## src/rtl/avmm_reg_master.sv

```systemverilog
// Avalon-MM register master: turns one local command at a time into a single
// write/read bus transaction, with waitrequest stall, optional readdatavalid and a timeout.
module avmm_reg_master #(
  parameter int B       = 32,
  parameter int AW      = 4,
  parameter int USE_RDV = 1,
  parameter int TIMEOUT = 255
) (
  input  logic          clk,
  input  logic          reset,
  input  logic          cmd_valid,
  output logic          cmd_ready,
  input  logic          cmd_write,
  input  logic [AW-1:0] cmd_addr,
  input  logic [B-1:0]  cmd_wdata,
  output logic          rsp_valid,
  input  logic          rsp_ready,
  output logic [B-1:0]  rsp_data,
  output logic          rsp_err,
  output logic [AW-1:0] address,
  output logic          write_n,
  output logic          read_n,
  output logic [B-1:0]  writedata,
  input  logic          waitrequest,
  input  logic [B-1:0]  readdata,
  input  logic          readdatavalid
);

  typedef enum logic [2:0] {S_IDLE, S_WR, S_RD, S_RDV, S_RESP} state_t;

  localparam int TW = 16;

  state_t          r_state;
  logic [TW-1:0]   r_timer;
  logic            r_cmd_ready;
  logic            r_rsp_valid;
  logic [B-1:0]    r_rsp_data;
  logic            r_rsp_err;
  logic [AW-1:0]   r_address;
  logic            r_write_n;
  logic            r_read_n;
  logic [B-1:0]    r_writedata;

  logic [TW-1:0]   w_timer_inc;
  logic            w_expired;

  // Saturating counter; ">=" keeps expiry reachable even if the counter passed the limit.
  assign w_timer_inc = (r_timer == {TW{1'b1}}) ? r_timer : r_timer + 1'b1;
  assign w_expired   = (r_timer >= TW'(TIMEOUT - 1));

  assign cmd_ready = r_cmd_ready;
  assign rsp_valid = r_rsp_valid;
  assign rsp_data  = r_rsp_data;
  assign rsp_err   = r_rsp_err;
  assign address   = r_address;
  assign write_n   = r_write_n;
  assign read_n    = r_read_n;
  assign writedata = r_writedata;

  // NOTE: state and all outputs use non-blocking assignments so every register
  // samples the pre-edge values and the block order does not matter.
  always_ff @(posedge clk or posedge reset) begin
    if (reset) begin
      r_state     <= S_IDLE;
      r_timer     <= '0;
      r_cmd_ready <= 1'b1;
      r_rsp_valid <= 1'b0;
      r_rsp_data  <= '0;
      r_rsp_err   <= 1'b0;
      r_address   <= '0;
      r_write_n   <= 1'b1;
      r_read_n    <= 1'b1;
      r_writedata <= '0;
    end else begin
      case (r_state)
        S_IDLE: begin
          if (cmd_valid) begin
            r_address   <= cmd_addr;
            r_writedata <= cmd_wdata;
            r_timer     <= '0;
            r_cmd_ready <= 1'b0;
            if (cmd_write) begin
              r_write_n <= 1'b0;
              r_state   <= S_WR;
            end else begin
              r_read_n <= 1'b0;
              r_state  <= S_RD;
            end
          end
        end

        S_WR: begin
          r_timer <= w_timer_inc;
          if (!waitrequest || w_expired) begin
            r_write_n   <= 1'b1;
            r_rsp_data  <= '0;
            r_rsp_err   <= waitrequest;
            r_rsp_valid <= 1'b1;
            r_state     <= S_RESP;
          end
        end

        S_RD: begin
          r_timer <= w_timer_inc;
          if (!waitrequest) begin
            r_read_n <= 1'b1;
            // With USE_RDV=1 a readdatavalid coincident with the accept cycle skips RDV.
            if (USE_RDV == 0 || readdatavalid) begin
              r_rsp_data  <= readdata;
              r_rsp_err   <= 1'b0;
              r_rsp_valid <= 1'b1;
              r_state     <= S_RESP;
            end else begin
              r_state <= S_RDV;
            end
          end else if (w_expired) begin
            r_read_n    <= 1'b1;
            r_rsp_data  <= '0;
            r_rsp_err   <= 1'b1;
            r_rsp_valid <= 1'b1;
            r_state     <= S_RESP;
          end
        end

        S_RDV: begin
          r_timer <= w_timer_inc;
          if (readdatavalid) begin
            r_rsp_data  <= readdata;
            r_rsp_err   <= 1'b0;
            r_rsp_valid <= 1'b1;
            r_state     <= S_RESP;
          end else if (w_expired) begin
            r_rsp_data  <= '0;
            r_rsp_err   <= 1'b1;
            r_rsp_valid <= 1'b1;
            r_state     <= S_RESP;
          end
        end

        S_RESP: begin
          if (rsp_ready) begin
            r_rsp_valid <= 1'b0;
            r_cmd_ready <= 1'b1;
            r_state     <= S_IDLE;
          end
        end

        default: begin
          r_state     <= S_IDLE;
          r_cmd_ready <= 1'b1;
          r_rsp_valid <= 1'b0;
          r_write_n   <= 1'b1;
          r_read_n    <= 1'b1;
        end
      endcase
    end
  end

endmodule

```

## config.mk

```make
export PLATFORM = sky130hd
export DESIGN_NAME = avmm_reg_master
export DESIGN_NICKNAME = d
export VERILOG_FILES = /design/src/rtl/avmm_reg_master.sv
export SDC_FILE = /design/constraint.sdc
export NUM_CORES = 1
export LEC_CHECK = 0
export BUFFER_PORTS_ARGS = -buffer_cell sky130_fd_sc_hd__buf_2
export CORE_MARGIN = 2
export CORE_UTILIZATION = 45
export DETAILED_ROUTE_END_ITERATION = 16
export GPL_TIMING_DRIVEN = 0
export HOLD_SLACK_MARGIN = 0.06
export PLACE_DENSITY = 0.74
export SLEW_MARGIN = 0
export SYNTH_ARGS = -nofsm -noshare
export SYNTH_HDL_FRONTEND = slang
export SYNTH_SLANG_ARGS = --single-unit
```

## constraint.sdc

```tcl
create_clock -name clk -period 3.01 [get_ports clk]
set_input_delay 0.301 -clock clk [delete_from_list [all_inputs] [get_ports clk]]
set_output_delay 0.301 -clock clk [all_outputs]
set_load 0.03 [all_outputs]
```

# After elaboration in Yosys (flattened, before gate mapping)
# Cells that the tools add are included.
[totals]
reg_bits = 92
elab_cells = 87
[op_classes]
n_addsub = 1
magnitude_cmp = 1
eq_ne = 13
muxes = 42
n_bitwise = 4
n_reduce_logical = 16
[ops]
columns = ["cell", "count"]
rows = [
  ["32-bit two-way mux", 5],
  ["32-bit case mux with 3 select lines", 1],
  ["16-bit two-way mux", 2],
  ["16-bit case mux with 2 select lines", 1],
  ["3-bit two-way mux", 7],
  ["1-bit two-way mux", 19],
  ["16-bit by 1-bit adder with 16-bit output (second input constant)", 1],
  ["16-bit == test (second input constant)", 1],
  ["16-bit by 8-bit greater-or-equal comparator with 1-bit output (second input constant)", 1],
  ["3-bit case mux with 5 select lines", 1],
  ["2-bit != test (second input constant)", 6],
  ["1-bit case mux with 3 select lines", 4],
  ["3-bit AND reduction", 4],
  ["4-bit AND reduction", 3],
  ["3-bit OR reduction", 3],
  ["3-bit by 2-bit == test with 1-bit output (second input constant)", 2],
  ["3-bit != test (second input constant)", 2],
  ["1-bit case mux with 5 select lines", 1],
  ["1-bit NOT", 4],
  ["3-bit by 1-bit == test with 1-bit output (second input constant)", 1],
  ["3-bit == test (second input constant)", 1],
  ["3-bit zero test", 1],
  ["3-bit nonzero test", 1],
  ["2-bit two-way mux", 1],
  ["other kinds (4)", 4],
]

# Depth between registers and ports, before layout
# Gate-level depths: netlist of the first run.
[logic_depth]
ltp_word = 4
ltp_mapped = 8
mapped_depth_nobuf = 6

# Worst setup path after synthesis of the first run
# OpenSTA, ideal clock, no wires.
[synth_timing]
path_kind = "register -> register"
from = "register r_state[0]"
to = "register r_timer[1]"
setup_time_ps = 128
arrival_time_ps = 1637
path_slack_ps = 1245
path_stages_with_launch = 8
path_buffers = 3
period_less_slack_ps = 1765
cell_sequence = "dfrtp_1 -> buf_6 -> or2_0 -> buf_2 -> and4_4 -> buf_6 -> a21oi_4 -> mux2_1"
[synth_between]
elab_chain_cells = 4
elab_cells_between_ends = 10
[synth_lines]
columns = ["item", "line", "text"]
rows = [
  ["from (decl)", "33", "state_t r_state;"],
  ["from (signal assigned)", "64", "r_state <= S_IDLE;"],
  ["from (signal assigned)", "84", "r_state <= S_WR;"],
  ["from (signal assigned)", "87", "r_state <= S_RD;"],
  ["3-bit by 2-bit == test with 1-bit output / 3-bit by 1-bit == test with 1-bit output (equally long branches)", "75", "case (r_state)"],
  ["3-bit OR reduction (no line)", "--", ""],
  ["2-bit != test (no line) / 2-bit nonzero test (equally long branches)", "--", ""],
  ["3-bit AND reduction (no line)", "--", ""],
  ["to (signal assigned)", "93", "r_timer <= w_timer_inc;"],
  ["to (signal assigned)", "104", "r_timer <= w_timer_inc;"],
  ["to (signal assigned)", "126", "r_timer <= w_timer_inc;"],
  ["to (decl)", "34", "logic [TW-1:0] r_timer;"],
]
# Several ways; a longest one is shown, not always the timed one.
# A chain may end at the register's enable or synchronous reset.

# Final worst setup path of the first run
[layout_timing]
from = "register r_state[1]"
to = "register r_address[2], in the netlist address[2]"
[layout_between]
elab_chain_cells = 2
[layout_lines]
columns = ["item", "line", "text"]
rows = [
  ["3-bit zero test", "75", ""],
  ["2-bit AND reduction (no line)", "--", ""],
  ["to (signal assigned)", "78", "r_address <= cmd_addr;"],
  ["to (decl)", "39", "logic [AW-1:0] r_address;"],
]
# No other way between the ends.

==> reports/metrics.csv, run 1 <==
stage;metric;value;unit
timing;maxSlewViolCount;0;
logic_synthesis;async_reset_ff_share;100.0;%
power;ir_worst_vdd;594.4;uV
logic_synthesis;yosysMostFrequentCell;nand2_1;
worst_setup_path;crit_family;simple AND/OR/NAND/NOR gates;
drt;first_pass_iters;4;
logic_synthesis;synth_commonest_cells;nand2_1 (124), dfrtp_1 (89), a22o_1 (29);
timing;finClkSkew;0.01880;ns
job;cap_violations;0;
timing;slew-limit-headroom;30.15;%
die;initial_core_util;46.72;%
worst_hold_path;hold_path_class;primary input to flop;
worst_setup_path;cpPeakStageDelay;0.90;ns
placed_design;place_congestion;0.8239;
cts;cts_buffers;9;
global_routing;grt_pass1_vias;3525;
timing;min_period;2.165;ns
global_routing;grt_overflow;0;
power;power;5.665;mW
logic_synthesis;synth_area_leaders;dfrtp_1 (54%), nand2_1 (11%), a22o_1 (6.2%), dfstp_2 (1.9%), buf_6 (1.9%);
logic_synthesis;syn_avg_cell_area;10.21;um^2
drt;drc;0;
cts;cts_sinks;92;
global_routing;grt_use_total;21.02;%
logic_synthesis;ys.flop_type;dfrtp_1;
cells_and_area;nNetsFinal;637;
timing;rsz0062_at_grt;no;
worst_setup_path;arrival;2.46;ns
drt;wire_per_inst;15.15;um
cells_and_area;layout-drive-gt1-share;34.69;%
drt;drt_wl_total;10200;um
placed_design;dp_slack;0.8343;ns
cells_and_area;syn_to_final_growth;27.17;%
cts;clkLatencyLatePin;0.36;ns
power;powerDensity;1088;nW/um^2
cells_and_area;n_fill_cell;767;
worst_setup_path;crit_chain;buf_6 > nor4b_2 > clkbuf_1 > nand2_1 > nand2_1;
cts;cts_tree;done;
logic_synthesis;ys_seq_area_share;56.33;%
logic_synthesis;synth.distinct_cells;60;
die;chipWidth;99.38;um
cts;h-tree-depth;3;
timing;max_freq;0.4619;GHz
die;io_pins;148;
cells_and_area;final_util;59.41;%
drt;drtIter0Drc;195;
power;leakage;2.746;nW
cts;postCtsHoldBufs;1;
drt;via_per_inst;5.311;
timing;hold_violations;0;
placed_design;port_buffers;146;
timing;fin_setup_tns;0;ns
drt;antenna_left;0;
global_routing;grt_max_degree;72;
cts;cts_setup_buffers;0;
drt;vias;3574;
status;status;finished clean;
worst_setup_path;end_kind;flop;
logic_synthesis;synth_nets;478;
cts;path_clk_slew;0.10;ns
logic_synthesis;synth_top_area_share;54.40;%
cts;clk_path_buf_depth;2;
worst_setup_path;crit_buf_inv;2;
timing;setup_violations;0;
worst_setup_path;cp_data_required_time;3.30;ns
die;die_h;99.38;um
cells_and_area;n_antenna_cell;0;
logic_synthesis;syn_area;4094;um^2
worst_hold_path;hold_path.startpoint;cmd_wdata[28];
timing;worst_pin_slew;1.045;ns
die;die_area;9876;um^2
worst_setup_path;critPathMaxFanout;10;
worst_setup_path;worstReg2RegStart;r_state[1];
global_routing;grt_pass1_wl;16860;um
worst_setup_path;cpMostUsedCell;nand2_1;
worst_setup_path;slowest_stage;nor4b_2;
cells_and_area;multi_input_area;1619;um^2
logic_synthesis;synthCells;401;
worst_setup_path;crit_start;r_state[1];
die;core;8763;um^2
timing;timing.final.crit_share;71.93;%
logic_synthesis;synth_edf_count;0;
worst_setup_path;critPathKind;flop to flop;
cells_and_area;seq_area;2306;um^2
placed_design;hpwl;7467;um
worst_setup_path;cp-start-kind;flop;
cts;ctsResizeCount;0;
logic_synthesis;ys_ff_latch;92;
logic_synthesis;ys_warn_count;0;
timing;setup_slack;0.8450;ns
die;rows;34;
cts;cts-root-buf;clkbuf_8;
logic_synthesis;yosysTopAreaCell;dfrtp_1;
global_routing;antenna_found_initial;0;
==> sequential cells by signal (all words and copies together), names as in the netlist, 3 cells and up <==
name,cells
rsp_data,32
writedata,32
r_timer,16
address,4
r_state,3
==> report_power, final <==
part / switching [mW] / internal, mW
registers: 0.284 / 1.73
logic: 1.85 / 0.932
clock network: 0.469 / 0.399
total: 2.60 / 3.06
==> stage by stage <==
step	instances	hold WS [ns]	area (um^2)
2_1_floorplan	401	0.3971	4094
3_3_place_gp	655	0.4548	4960
3_5_place_dp	656	0.2766	4990
4_1_cts	673	0.1063	5206
5_1_grt	673	0.1105	5206
6_report	673	0.1243	5206
==> worst reg2reg max path: cells and delay by family, from the launching register on <==
family,cells,cell delay (ns)
AND/OR/NAND/NOR,3,1.08
flip-flops,1,0.41
buffers and inverters,2,0.61
==> cell families after synthesis <==
logic type	after synthesis	synth area share [%]
muxes	8	2.017
adders and majority gates	2	0.6111
AOI/OAI and AO/OA	86	16.60
buffers and inverters	29	4.126
DFF	92	56.33
and+or+nand+nor	184	20.32
==> metal layers <==
| layer | GRT usage [%] | up-vias | share of wire [%] |
|---|---|---|---|
| met5 | 0 | - | 0 |
| met1 | 28.49 | 1727 | 44 |
| li1 | - | 1732 | - |
| met3 | 4.498 | 13 | 5.0 |
| met4 | 6.322 | 0 | 1.5 |
| met2 | 34.25 | 102 | 49 |
==> path summary, 6_finish.rpt <==
check / cells after the start / endpoint / slack (ns)
worst min-delay path: 3 / writedata[28] / 0.12
min in group asynchronous: 3 / writedata[20] / 0.44
worst max register to register: 5 / address[2] / 0.84
worst min register to register: 2 / writedata[5] / 0.48
max in group asynchronous: 4 / write_n / 1.90
worst max-delay path: 5 / address[2] / 0.84
==> area by class of cell <==
class                           instances  area share, %
Timing Repair Buffer                  148          14.76
Multi-Input combinational cell        280          31.10
Clock inverter                          7          1.586
Tap cell                              108          2.596
Buffer                                 23          2.812
Inverter                                6         0.4807
Clock buffer                            9          2.379
Sequential cell                        92          44.29
==> placed cells by master, fill, tap and decap left out, types with 3 or more instances in the layout <==
cell      instances
nand4_1           6
dfstp_2           3
nor2_1           14
o31ai_1           4
buf_2           148
o211ai_1          3
or3_1             4
mux2i_1           6
o21ai_0           5
a31oi_1           5
a22o_1           29
a22o_2            4
a21oi_1          13
clkbuf_1         13
buf_6             7
nand2_1         124
inv_1             4
a211oi_1          3
nand3_1           9
clkbuf_8          9
dfrtp_1          89
or2_2             4
Note: power is estimated with default switching activity, not from simulation.
==> inputs of run 2 (changes only) <==
- PLACE_DENSITY: 0.74 -> 0.76
- clock period: 3.01 -> 1.75 ns (I/O delays scaled with it)
==> reports/metrics.csv, run 2 (synthesis gave the netlist of run 1 again) <==
stage;metric;value;unit;change
status;status;complete, but fails checks;;
status;violations;setup timing;;
power;leakage;3.188;nW;+16%
timing;slew-limit-headroom;58.33;%;+28 points
placed_design;place_congestion;0.8697;;+5.6%
power;power;10.59;mW;+87%
power;ir_worst_vdd;1210;uV;+100%
worst_setup_path;cp_data_required_time;2.02;ns;-1.28 ns
drt;drt_wl_total;12920;um;+27%
worst_setup_path;critPathKind;flop to flop;;
drt;wire_per_inst;16.94;um;+12%
die;rows;34;;unchanged
worst_setup_path;cp-start-kind;flop;;
worst_hold_path;hold_path_class;primary input to flop;;
job;cap_violations;0;;unchanged
power;pwr-share-seq;33.1;%;-2.5 points
power;clkPwrFrac;14.8;%;-0.5 points
cells_and_area;syn_to_final_growth;52.51;%;
drt;drtIter0Drc;192;;-1.5%
cts;clkLatencyLatePin;0.35;ns;about the same
global_routing;grt_max_degree;41;;-43%
die;die_area;9876;um^2;unchanged
worst_setup_path;arrival;2.14;ns;-0.32 ns
cts;cts_sinks;92;;unchanged
cts;path_clk_slew;0.09;ns;about the same
timing;setup_slack;-0.1155;ns;-0.9605 ns
timing;min_period;1.866;ns;-0.2995 ns
die;chipWidth;99.38;um;unchanged
global_routing;grt_pass1_vias;4350;;+23%
cts;h-tree-depth;3;;unchanged
timing;worst_pin_slew;0.6238;ns;-0.4213 ns
cells_and_area;mostFrequentLayoutCell;buf_2;;
timing;setup_violations;35;;+35
global_routing;grt_overflow;0;;unchanged
timing;max_freq;0.5360;GHz;+16%
drt;via_per_inst;5.467;;+2.9%
die;core;8763;um^2;unchanged
placed_design;hpwl;7678;um;+2.8%
die;io_pins;148;;unchanged
timing;hold_violations;0;;unchanged
global_routing;grt_pass1_wl;20640;um;+22%
cells_and_area;layout_common_cells;buf_2 (147), nand2_1 (124), dfrtp_1 (84);;
worst_setup_path;end_kind;flop;;
worst_hold_path;min_to;rsp_data[7];;
worst_setup_path;r2r_slack;-0.12;ns;-0.96 ns
drt;vias;4171;;+17%
cells_and_area;nNetsFinal;728;;+14%
global_routing;antenna_found_initial;0;;unchanged
power;p_switching;4.768;mW;+83%
timing;rsz0062_at_grt;yes;;
global_routing;grt_use_total;26.16;%;+5.1 points
placed_design;port_buffers;146;;unchanged
timing;maxSlewViolCount;0;;unchanged
worst_setup_path;critPathMaxFanout;4;;-6
drt;routedLengthMet1;5068;um;+12%
worst_setup_path;r2r_cells;7;;+2
worst_hold_path;hold_path.startpoint;readdata[7];;
worst_setup_path;worstReg2RegStart;r_timer[0];;
drt;route.met3.wl;773;um;+52%
timing;fin_setup_tns;-1.742;ns;-1.742 ns
timing;finClkSkew;0.008448;ns;-0.01035 ns
power;power_frac_comb;52.1;%;+3.0 points
power;switching_share;45.04;%;-0.94 points
timing;hold_slack;0.09031;ns;-0.03399 ns
worst_hold_path;hold_path_depth;2;;-1
drt;routed-wl-met2;6661;um;+33%
timing;timing.final.crit_share;106.6;%;+35 points
drt;drc;0;;unchanged
power;p_int;5.819;mW;+90%
cts;cts-root-buf;clkbuf_8;;
drt;dr.max_layer_used;met4;;
cells_and_area;n_fill_cell;612;;-20%
cts;cts_tree;done;;
cells_and_area;layout-drive-gt1-share;38.32;%;+3.6 points
die;initial_core_util;46.72;%;unchanged
drt;first_pass_iters;5;;+1
cts;cts_buffers;9;;unchanged
die;die_h;99.38;um;unchanged
worst_setup_path;rr_endpoint;r_timer[8];;
power;powerDensity;1696;nW/um^2;+56%
drt;antenna_left;0;;unchanged
cells_and_area;final_util;71.25;%;+12 points
cells_and_area;n_antenna_cell;0;;unchanged
cts;clk_path_buf_depth;2;;unchanged
==> run 2: cell count changes in the layout (fill, tap and decap cells not counted), sizes merged <==
cell / previous run / this run
a21o: 4 / 5
buf: 156 / 178
bufinv: 1 / 2
clkbuf: 22 / 23
clkdlybuf4s15: 0 / 1
clkinv: 3 / 1
clkinvlp: 1 / 2
dlygate4sd1: 1 / 0
dlygate4sd3: 1 / 69
inv: 8 / 6
==> run 2: cell type report <==
type / count / area [um^2] / share of cell area, %
flip-flops and latches: 92 / 2312 / 37.03
multi-input cells: 281 / 1739 / 27.86
repair buffers: 239 / 1658 / 26.55
plain buffers: 22 / 160.2 / 2.565
well taps: 108 / 135.1 / 2.164
clock buffers: 10 / 127.6 / 2.044
clock inverters: 5 / 85.08 / 1.363
inverters: 6 / 26.28 / 0.4208
==> run 2: power by group through the flow <==
stage	registers, mW	logic [mW]	clock network (mW)
floorplan	4.95	1.92	0
global placement	3.46	4.69	0
detailed placement	3.48	4.84	0
CTS	3.46	5.33	1.59
global route	3.59	5.90	1.68
finish	3.50	5.52	1.56
==> run 2: critical path: stages, from the launching register on <==
cell	delay, ns
dfrtp_1	0.39
buf_4	0.14
ha_2	0.20
and3_4	0.19
nand4_1	0.20
buf_4	0.22
or3_1	0.33
a21oi_2	0.13
==> run 2: repair_timing <==
item                                    in CTS  in global routing
gates cloned                                 4                  0
hold buffers                                69                  0
setup buffers                               19                  0
gates resized for setup                     22                 38
pin swaps                                    7                  5
endpoints found under the setup margin      80                 83
endpoints found under the hold margin       90                  0
==> run 2: layer usage <==
layer  vias up  track usage (%)
met5         -                0
met4         0            11.91
met3        43            4.849
met2       203            45.17
met1      2013            31.87
li1       1912                -
==> run 2: metrics by stage <==
stage	area (um^2)	cells	worst slack, ns
6_report	6243	763	-0.1155
3_5_place_dp	5004	657	-0.4164
4_1_cts	6162	764	-0.03269
5_1_grt	6243	763	-0.1239
3_3_place_gp	4964	655	-0.3757
2_1_floorplan	4098	401	0.006028
==> run 2: worst max path at each step <==
stage               start            to  slack, ns  cells after the start
6_report       r_timer[0]    r_timer[8]      -0.12                      7
5_1_grt        r_timer[0]    r_timer[1]      -0.12                      6
4_1_cts        r_state[0]    r_timer[1]      -0.03                      7
3_5_place_dp   r_state[1]    address[1]      -0.42                      5
3_3_place_gp   r_state[1]  writedata[0]      -0.38                      5
2_1_floorplan  r_state[0]    r_timer[1]      0.006                      7
